`config.mk`:
```
export PLATFORM = sky130hd
export DESIGN_NAME = morse_receiver_flat
export DESIGN_NICKNAME = d
export VERILOG_FILES = /design/src/rtl/morse_receiver_if.sv /design/src/rtl/morse_receiver.sv /design/src/flat_wrapper.sv
export SDC_FILE = /design/constraint.sdc
export NUM_CORES = 1
export LEC_CHECK = 0
export ABC_AREA = 1
export CORE_MARGIN = 2
export CORE_UTILIZATION = 55
export DETAILED_ROUTE_END_ITERATION = 8
export PLACE_DENSITY = 0.8
export SETUP_SLACK_MARGIN = 0.15
export SYNTH_ARGS = -nofsm -noshare
export SYNTH_HDL_FRONTEND = slang
export SYNTH_SLANG_ARGS = --single-unit
```
`constraint.sdc`:
```
create_clock -name clk -period 2.6 [get_ports clk]
set_input_delay 0.78 -clock clk [delete_from_list [all_inputs] [get_ports clk]]
set_output_delay 0.78 -clock clk [all_outputs]
set_load 0.05 [all_outputs]
```
`src/rtl/morse_receiver_if.sv`:
```
// morse_receiver_if: key input and decoded-letter outputs of the Morse receiver.
//   key     : Morse key, active high, asynchronous to the receiver clock
//   letter  : index of the last decoded letter (0=A .. 7=H)
//   mcode   : captured symbols, bit i = symbol i, 1 = dash
//   mlength : number of captured symbols, 0..4
//   valid   : one-cycle pulse, a legal letter was just registered
//   err     : one-cycle pulse, the completed pattern was not a legal letter
interface morse_receiver_if;
    logic       key;
    logic [2:0] letter;
    logic [3:0] mcode;
    logic [2:0] mlength;
    logic       valid;
    logic       err;

    modport master (output key, input letter, mcode, mlength, valid, err);
    modport slave  (input key, output letter, mcode, mlength, valid, err);
endinterface

```
`src/rtl/morse_receiver.sv`:
```
// morse_receiver: times key presses/releases, assembles dots and dashes and decodes letters A-H.
//   clk     : system clock
//   reset_n : asynchronous active-low reset
//   bus     : slave side of morse_receiver_if (key in; letter/mcode/mlength/valid/err out)
module morse_receiver #(
    parameter int UNIT_CYCLES = 25000000,
    parameter int DASH_UNITS  = 2,
    parameter int GAP_UNITS   = 3
) (
    input logic             clk,
    input logic             reset_n,
    morse_receiver_if.slave bus
);
    localparam int CW = $clog2(UNIT_CYCLES);
    localparam logic [1:0] S_IDLE  = 2'd0;
    localparam logic [1:0] S_MARK  = 2'd1;
    localparam logic [1:0] S_SPACE = 2'd2;
    // {length, code} per letter, index 0 = A
    localparam logic [7:0][6:0] TABLE = {
        {3'd4, 4'b0000}, {3'd3, 4'b0011}, {3'd4, 4'b0100}, {3'd1, 4'b0000},
        {3'd3, 4'b0001}, {3'd4, 4'b0101}, {3'd4, 4'b0001}, {3'd2, 4'b0010}
    };

    logic          r_key_meta, r_key_s;
    logic [1:0]    r_state, w_next;
    logic [CW-1:0] r_cyc_cnt;
    logic [2:0]    r_unit_cnt, w_units;
    logic          w_tick, w_dash, w_done, w_hit;
    logic [3:0]    r_work_code;
    logic [2:0]    r_count;
    logic          r_ovf;
    logic [2:0]    w_idx;
    logic [2:0]    r_letter, r_mlength;
    logic [3:0]    r_mcode;
    logic          r_valid, r_err;

    assign w_tick  = r_cyc_cnt == CW'(UNIT_CYCLES - 1);
    // unit count including a tick landing this cycle, so a press/gap of exactly N units is seen as N
    assign w_units = (w_tick && r_unit_cnt != 3'd7) ? r_unit_cnt + 3'd1 : r_unit_cnt;
    assign w_dash  = w_units >= 3'(DASH_UNITS);
    assign w_done  = r_state == S_SPACE && w_units >= 3'(GAP_UNITS);

    always_comb begin
        w_next = S_IDLE;
        case (r_state)
            S_IDLE:  w_next = r_key_s ? S_MARK : S_IDLE;
            S_MARK:  w_next = r_key_s ? S_MARK : S_SPACE;
            S_SPACE: w_next = r_key_s ? S_MARK : (w_done ? S_IDLE : S_SPACE);
            default: w_next = S_IDLE;
        endcase
    end

    // table entries are distinct, so any match is the unique match
    always_comb begin
        w_hit = 1'b0;
        w_idx = 3'd0;
        for (int i = 0; i < 8; i++) begin
            if (TABLE[i] == {r_count, r_work_code}) begin
                w_hit = !r_ovf;
                w_idx = 3'(i);
            end
        end
    end

    always_ff @(posedge clk or negedge reset_n) begin
        if (!reset_n) begin
            r_key_meta <= 1'b0;
            r_key_s    <= 1'b0;
            r_state    <= S_IDLE;
            r_cyc_cnt  <= '0;
            r_unit_cnt <= 3'd0;
        end else begin
            r_key_meta <= bus.key;
            r_key_s    <= r_key_meta;
            r_state    <= w_next;
            if (w_next != r_state || r_state == S_IDLE) begin
                r_cyc_cnt  <= '0;
                r_unit_cnt <= 3'd0;
            end else begin
                r_cyc_cnt  <= w_tick ? '0 : r_cyc_cnt + CW'(1);
                r_unit_cnt <= w_units;
            end
        end
    end

    always_ff @(posedge clk or negedge reset_n) begin
        if (!reset_n) begin
            r_work_code <= 4'd0;
            r_count     <= 3'd0;
            r_ovf       <= 1'b0;
        end else if (r_state == S_MARK && !r_key_s) begin
            if (r_count == 3'd4) begin
                r_ovf <= 1'b1;
            end else begin
                r_work_code[r_count[1:0]] <= w_dash;
                r_count                   <= r_count + 3'd1;
            end
        end else if (w_done) begin
            r_work_code <= 4'd0;
            r_count     <= 3'd0;
            r_ovf       <= 1'b0;
        end
    end

    always_ff @(posedge clk or negedge reset_n) begin
        if (!reset_n) begin
            r_letter  <= 3'd0;
            r_mcode   <= 4'd0;
            r_mlength <= 3'd0;
            r_valid   <= 1'b0;
            r_err     <= 1'b0;
        end else begin
            r_valid <= w_done && w_hit;
            r_err   <= w_done && !w_hit;
            if (w_done && w_hit) begin
                r_letter  <= w_idx;
                r_mcode   <= r_work_code;
                r_mlength <= r_count;
            end
        end
    end

    assign bus.letter  = r_letter;
    assign bus.mcode   = r_mcode;
    assign bus.mlength = r_mlength;
    assign bus.valid   = r_valid;
    assign bus.err     = r_err;
endmodule

```
`src/flat_wrapper.sv`:
```
// flat-port wrapper written by rule: the top's interface ports become plain ports
module morse_receiver_flat 
#(
    parameter int UNIT_CYCLES = 25000000,
    parameter int DASH_UNITS  = 2,
    parameter int GAP_UNITS   = 3
)
  (clk, reset_n, bus_key, bus_letter, bus_mcode, bus_mlength, bus_valid, bus_err);
  morse_receiver_if bus_i ();
  input logic clk;
  input logic reset_n;
  input wire logic [$bits(bus_i.key)-1:0] bus_key;
  output wire logic [$bits(bus_i.letter)-1:0] bus_letter;
  output wire logic [$bits(bus_i.mcode)-1:0] bus_mcode;
  output wire logic [$bits(bus_i.mlength)-1:0] bus_mlength;
  output wire logic [$bits(bus_i.valid)-1:0] bus_valid;
  output wire logic [$bits(bus_i.err)-1:0] bus_err;
  assign bus_i.key = bus_key;
  assign bus_letter = bus_i.letter;
  assign bus_mcode = bus_i.mcode;
  assign bus_mlength = bus_i.mlength;
  assign bus_valid = bus_i.valid;
  assign bus_err = bus_i.err;
  morse_receiver #(.UNIT_CYCLES(UNIT_CYCLES), .DASH_UNITS(DASH_UNITS), .GAP_UNITS(GAP_UNITS)) u_core (.clk(clk), .reset_n(reset_n), .bus(bus_i));
endmodule
```
==> results.py <==
metrics = {
    "detailed_routing": {
        "wl_um": 6270,
        "drcViolationCount": 0,
        "via_count": 2563,
        "postRouteAntennaNets": 0,
        "wl_per_cell_um": 13.0,
        "first_pass_iters": 4,
        "via_per_inst": 5.31,
        "first_iter_violations": 168,
    },
    "power": {
        "power_leakage_nw": 1.58,
        "power_density_nw_per_um2": 430,
        "vdd_drop_max_v": 0.000273,
        "power.total_mw": 1.43,
    },
    "clocking": {
        "postCtsSetupRepairBufs": 0,
        "insertion_delay_ns": 0.31,
        "cts.sinks": 52,
        "path_clk_slew_ns": 0.09,
        "cts.repair.resized": 0,
        "cts_hold_buf": 0,
        "cts_buffers": 5,
        "ctsRootBufferMaster": "clkbuf_8",
        "tritoncts": "built",
        "clockBufferDepth": 2,
        "ctsHtreeMaxLevel": 2,
    },
    "floorplan": {
        "die_x_um": 78.3,
        "initial_core_util": 0.561,
        "die_h_um": 78.3,
        "coreArea_um2": 5410,
        "io_pins": 15,
        "row_count": 27,
        "dieArea_um2": 6120,
    },
    "place": {
        "dp_hpwl_um": 4840,
        "portBuffers": 14,
        "place.gp.congestion": 0.951,
        "dp_slack_ns": 0.445,
    },
    "synth": {
        "ys_seq_area_frac": 0.429,
        "syn-num-nets": 406,
        "postSynthAreaPerCell_um2": 7.68,
        "ys_types": 29,
        "syn-cell-area_um2": 3030,
        "synth-seq-cells": 52,
        "ys_warn_count": 0,
        "syn-instance-count": 395,
    },
    "critical_path": {
        "slowest_stage": "clkdlybuf4s50_1",
        "cp-start-kind": "register",
        "cp_max_fo": 2,
        "cp-startpoint": "u_core.bus.mcode[2]",
        "critical_path_class": "reg -> out",
        "end_kind": "output port",
        "worstPathRequired_ns": 1.82,
        "crit_path_max_incr_delay_ns": 0.81,
        "crit_chain": "clkdlybuf4s50_1",
        "arrival_ns": 1.50,
        "path_buf_inv": 1,
        "cp_top_family": "buffers and inverters",
        "reg2reg_from": "u_core.r_cyc_cnt[0]",
    },
    "timing": {
        "rsz0062_at_grt": "false",
        "tightest_slew_ns": 0.578,
        "slew_violations": 0,
        "finalHoldViolations": 0,
        "finalSetupViolations": 0,
        "finClkSkew_ns": 0.0133,
        "fmax_mhz": 439,
        "finalCriticalPeriod_ns": 2.28,
        "fin_crit_sh": 0.877,
        "maxSlewHeadroom": 0.615,
        "layout_setup_ws_ns": 0.320,
        "tns_ns": 0,
    },
    "final_layout": {
        "fin_util": 0.616,
        "drive_gt1_frac": 0.148,
        "fin_nets": 422,
        "fillers": 462,
        "area_growth_pct": 9.69,
        "antennaDiodeCount": 0,
    },
    "grt": {
        "grt_overflow": 0,
        "grt_antenna_before_repair": 0,
        "track_usage": 0.234,
        "grt_pass1_vias": 2441,
        "grt_pass1_wl_um": 11300,
        "grt_max_degree": 29,
    },
    "flow_run": {
        "drv_cap": 0,
    },
    "hold_path": {
        "hold_path_class": "reg -> reg",
        "min-delay-start": "u_core.r_key_meta",
    },
    "status": {
        "status": "complete, no violations",
    },
}
==> metrics by stage <==
stage	std cells	hold WS [ns]	area, µm²
finish	483	0.357	3330
global route	483	0.370	3330
CTS	483	0.361	3330
detailed placement	476	0.342	3230
global placement	476	0.334	3230
floorplan	395	0.331	3030
==> cell usage after synthesis (all sizes together) <==
cell,number,share of area
a21oi,6,0.0099
buf,7,0.019
clkbuf,1,0.0012
dfrtp,52,0.43
ha,8,0.033
inv,47,0.060
nand2,108,0.14
nand3,41,0.074
nand3b,4,0.0099
nand4,21,0.043
nor2,68,0.11
nor3,6,0.0099
nor3b,2,0.0049
nor4,3,0.0062
o21ai,6,0.0099
o22ai,1,0.0021
or2,5,0.010
xnor2,2,0.0058
xor2,7,0.020
==> cell families (layout without fill, tap and decap cells) <==
group | Yosys count | in the layout | share of synthesized area
adder cells (fa/ha/maj) | 8 | 8 | 0.0330
flip-flops | 52 | 52 | 0.429
AO/OA/AOI/OAI | 13 | 13 | 0.0219
XOR/XNOR | 9 | 9 | 0.0260
AND/OR/NAND/NOR | 258 | 258 | 0.410
buffers and inverters | 55 | 71 | 0.0804
==> final timing paths <==
path,end,slack [ns],depth (start not counted)
max reg2reg,u_core.r_cyc_cnt[4],0.46,14
max in group asynchronous,u_core.r_unit_cnt[0],1.59,2
max,bus_mcode[2],0.32,1
min in group asynchronous,u_core.r_cyc_cnt[16],0.46,1
min,u_core.r_key_s,0.36,0
min reg2reg,u_core.r_key_s,0.36,0
==> worst register-to-register path, cell delays in order, from the launching register on <==
cell and delay (ns):
dfrtp_1 0.37, ha_1 0.26, nand3_2 0.16, inv_2 0.09, nand2_2 0.06, nor2_4 0.13, nand3_1 0.07, nand2_1 0.07
nand2_2 0.08, nand2_2 0.12, nand2_4 0.07, nand3_2 0.07, nand2_2 0.06, inv_4 0.30, nor2_1 0.09
==> where the power goes <==
| group | switching (mW) | total, mW | internal, mW |
|---|---|---|---|
| combinational | 0.0825 | 0.112 | 0.0299 |
| clock | 0.253 | 0.491 | 0.237 |
| sequential | 0.00956 | 0.828 | 0.818 |
| total | 0.345 | 1.43 | 1.09 |
==> layer usage <==
metal / GRT usage / part of all wire / up-vias
li1: - / - / 1295
met1: 0.318 / 0.47 / 1207
met2: 0.382 / 0.48 / 51
met3: 0.0448 / 0.037 / 10
met4: 0.0702 / 0.014 / 0
met5: 0 / 0 / -
==> layout make-up <==
type	instances	area, µm²	area share
Clock buffer	7	96.3	0.0290
Inverter	47	181	0.0545
Multi-Input combinational cell	288	1490	0.447
Sequential cell	52	1300	0.391
Tap cell	72	90.1	0.0271
Timing Repair Buffer	17	170	0.0511
==> flip-flops by register name (all words and copies together) (netlist names), 2 cells and up <==
signal / cells
u_core.bus.letter: 3
u_core.r_cyc_cnt: 25
u_core.bus.mlength: 3
u_core.r_state: 2
u_core.r_work_code: 4
u_core.r_unit_cnt: 3
u_core.r_count: 3
u_core.bus.mcode: 4
==> cell usage in the layout, fill, tap and decap left out, types with 3 or more instances in the layout <==
cell | synthesis | layout
a21oi_1 | 6 | 6
clkbuf_8 | 0 | 7
clkdlybuf4s50_1 | 0 | 13
dfrtp_1 | 52 | 52
ha_1 | 8 | 8
inv_1 | 40 | 40
inv_2 | 5 | 5
nand2_1 | 99 | 99
nand2_2 | 7 | 7
nand3_1 | 37 | 37
nand3_2 | 4 | 4
nand3b_1 | 4 | 4
nand4_1 | 21 | 21
nor2_1 | 43 | 43
nor2_2 | 24 | 24
nor3_1 | 6 | 6
nor4_1 | 3 | 3
o21ai_0 | 5 | 5
or2_2 | 5 | 5
xor2_1 | 7 | 7
No activity file was read; power rests on OpenSTA's default activity.
==> patch (same flow settings) <==
`UNIT_CYCLES` is set to 25000000 in 2 places; all go to 100000000.
--- a/src/rtl/morse_receiver.sv
+++ b/src/rtl/morse_receiver.sv
@@ -3,7 +3,7 @@
 //   reset_n : asynchronous active-low reset
 //   bus     : slave side of morse_receiver_if (key in; letter/mcode/mlength/valid/err out)
 module morse_receiver #(
-    parameter int UNIT_CYCLES = 25000000,
+    parameter int UNIT_CYCLES = 100000000,
     parameter int DASH_UNITS  = 2,
     parameter int GAP_UNITS   = 3
 ) (
--- a/src/flat_wrapper.sv
+++ b/src/flat_wrapper.sv
@@ -1,7 +1,7 @@
 // flat-port wrapper written by rule: the top's interface ports become plain ports
 module morse_receiver_flat 
 #(
-    parameter int UNIT_CYCLES = 25000000,
+    parameter int UNIT_CYCLES = 100000000,
     parameter int DASH_UNITS  = 2,
     parameter int GAP_UNITS   = 3
 )
Function: same outputs for any inputs over 10 cycles, from zero or initial values and one cycle with reset_n low; that may be too few to reach the edited logic, so the function may still have changed.
==> patch against the original RTL <==
  * Synthesized cell count up 3.0%
  * Die area up 9.5%
  * Clock skew rose by 0.0027 ns
  * Routed wire length about the same
  * Largest power group unchanged
  * Final cell count is 4.1% higher
  * Total power rose by 4.1%
  * Design area grew 9.3%
  * Highest routed layer unchanged
  * Sequential cell count up 2
  * Utilization is 0.21 points higher
  * Clock power hardly changed
  * Setup slack lost 0.00069 ns
  * Synthesized area up 10%
  * Largest cell class unchanged
==> patch: results (changes against the original RTL) <==
fillers = 517 (+12%)
initial antenna violation count = 0 (unchanged)
Routed Wire Length = 6.271 mm (about the same)
met1 Track Usage GR = 0.2890 (-0.02905)
max reg flops = 27 (+8.0%)
nets = 438 (+3.8%)
DR WL met2 = 3.045 mm (+0.56%)
Synth cell types = 30 (+3.4%)
routed len/inst = 12.47 um (-4.0%)
CTS buffer count = 5 (unchanged)
CTS root buffer = clkbuf_8
RePlAce Congestion = 0.9022 (-5.2%)
Clock Path Buffers = 2 (unchanged)
Syn Area/Cell = 8.196 sq um (+6.7%)
CP startpoint = u_core.bus.letter[0]
Seq/Total Area, Yosys = 0.4051 (-0.02394)
Clock Pin Slew Worst Setup and Hold Paths = 0.10 ns
uppermost layer routed = met4
Top FF cell, synth = dfrtp_1
M3 GR Usage = 0.03516 (-0.009663)
Reg2Reg Launch Point = u_core.r_cyc_cnt[0]
dominant cells by area after synthesis = dfrtp_1 (41%), nand2_1 (12%), nor2_4 (8.4%)
htree depth = 2 (unchanged)
min-delay src = u_core.r_key_meta
Synth top cells by count = nand2_1 (103), dfrtp_1 (54), inv_1 (40), nor2_1 (35), nand3_1 (33)
pin count of the biggest net entering global routing = 31 (+6.9%)
M1 wire length = 3.000 mm (+2.7%)
Leak = 0.001626 uW (+3.2%)
maximum VDD drop = 0.2587 mV (-5.3%)
critical path data arrival time = 1.50 ns (about the same)
Slowest cell on crit path = clkdlybuf4s50_1
GR Util met2 = 0.3496 (-0.03230)
status = finished clean
Max Clock Skew = 0.01603 ns (+0.002702 ns)
vias in the first global route = 2391 (-2.0%)
first-pass GRT wire length = 11.06 mm (-2.5%)
initial DRC count = 154 (-8.3%)
vias per cell = 5.155 (-2.9%)
met3 WL post-DR = 178 um (-24%)
detailed placement HPWL = 4.847 mm (about the same)
global-route usage over all layers = 0.2121 (-0.02185)
worst relative slew slack = 0.6494 (+0.03488)
worst min-delay path class = reg -> reg
port bufs = 14 (unchanged)
CTS resizes = 0 (unchanged)
cell family with most CP delay = buffers and inverters
Largest Register = u_core.r_cyc_cnt
share of cells above drive strength 1 = 0.2033 (+0.05485)
Clk Latency, worst-skew pair = 0.31 ns (about the same)
CP endpoint kind = primary output
Crit path largest cell delay = 0.81 ns (about the same)
Post-Syn Nets = 418 (+3.0%)
[patch: cell count changes in the layout (fill, tap and decap cells not counted), sizes merged, moves of 4 or more]
cell | unedited run | this run
nor2 | 68 | 73
buf | 4 | 8
nand2 | 108 | 115
nand3b | 4 | 0
[patch: logic make-up after synthesis]
kind of cell,count (synthesis),share of synthesized area
flops,54,0.4051
buf+inv,58,0.08514
compound gates,13,0.02063
xor+xnor,11,0.02888
simple gates,263,0.4302
fa+ha+maj,8,0.03001
[patch: final cells by class]
type,instances,area [sq um],share of cell area
well taps,75,93.84,0.02582
clock inverters,2,12.51,0.003442
repair buffers,21,200.2,0.05508
clock buffers,6,82.58,0.02272
inverters,50,193.9,0.05336
multi-input cells,295,1700,0.4678
flip-flops and latches,54,1351,0.3718
[patch: path summary, 6_finish.rpt]
| check | end | slack [ns] | cells past startpoint |
|---|---|---|---|
| max | bus_letter[0] | 0.32 | 1 |
| min | u_core.r_key_s | 0.36 | 0 |
| max reg2reg | u_core.r_cyc_cnt[7] | 0.47 | 15 |
| min reg2reg | u_core.r_key_s | 0.36 | 0 |
| max in group asynchronous | u_core.r_cyc_cnt[3] | 1.52 | 2 |
| min in group asynchronous | u_core.r_cyc_cnt[17] | 0.43 | 1 |
[patch: where the power goes]
part           switching [uW]  total, uW  leakage [uW]  internal (uW)
combinational             102        140      0.000834           37.4
clock                     276        490     0.0000472            215
sequential               10.3        860      0.000745            850
total                     388       1490       0.00163           1100
[patch: stage by stage]
step                utilization  setup WS, ns  hold slack, ns  instance area [sq um]
floorplan                     -        0.7221          0.3312                   3336
global placement         0.6014        0.5498          0.3388                   3540
detailed placement       0.6014        0.4615          0.3428                   3540
CTS                      0.6176        0.3072          0.3628                   3635
global route             0.6176        0.2176          0.3760                   3635
finish                   0.6176        0.3190          0.3611                   3635
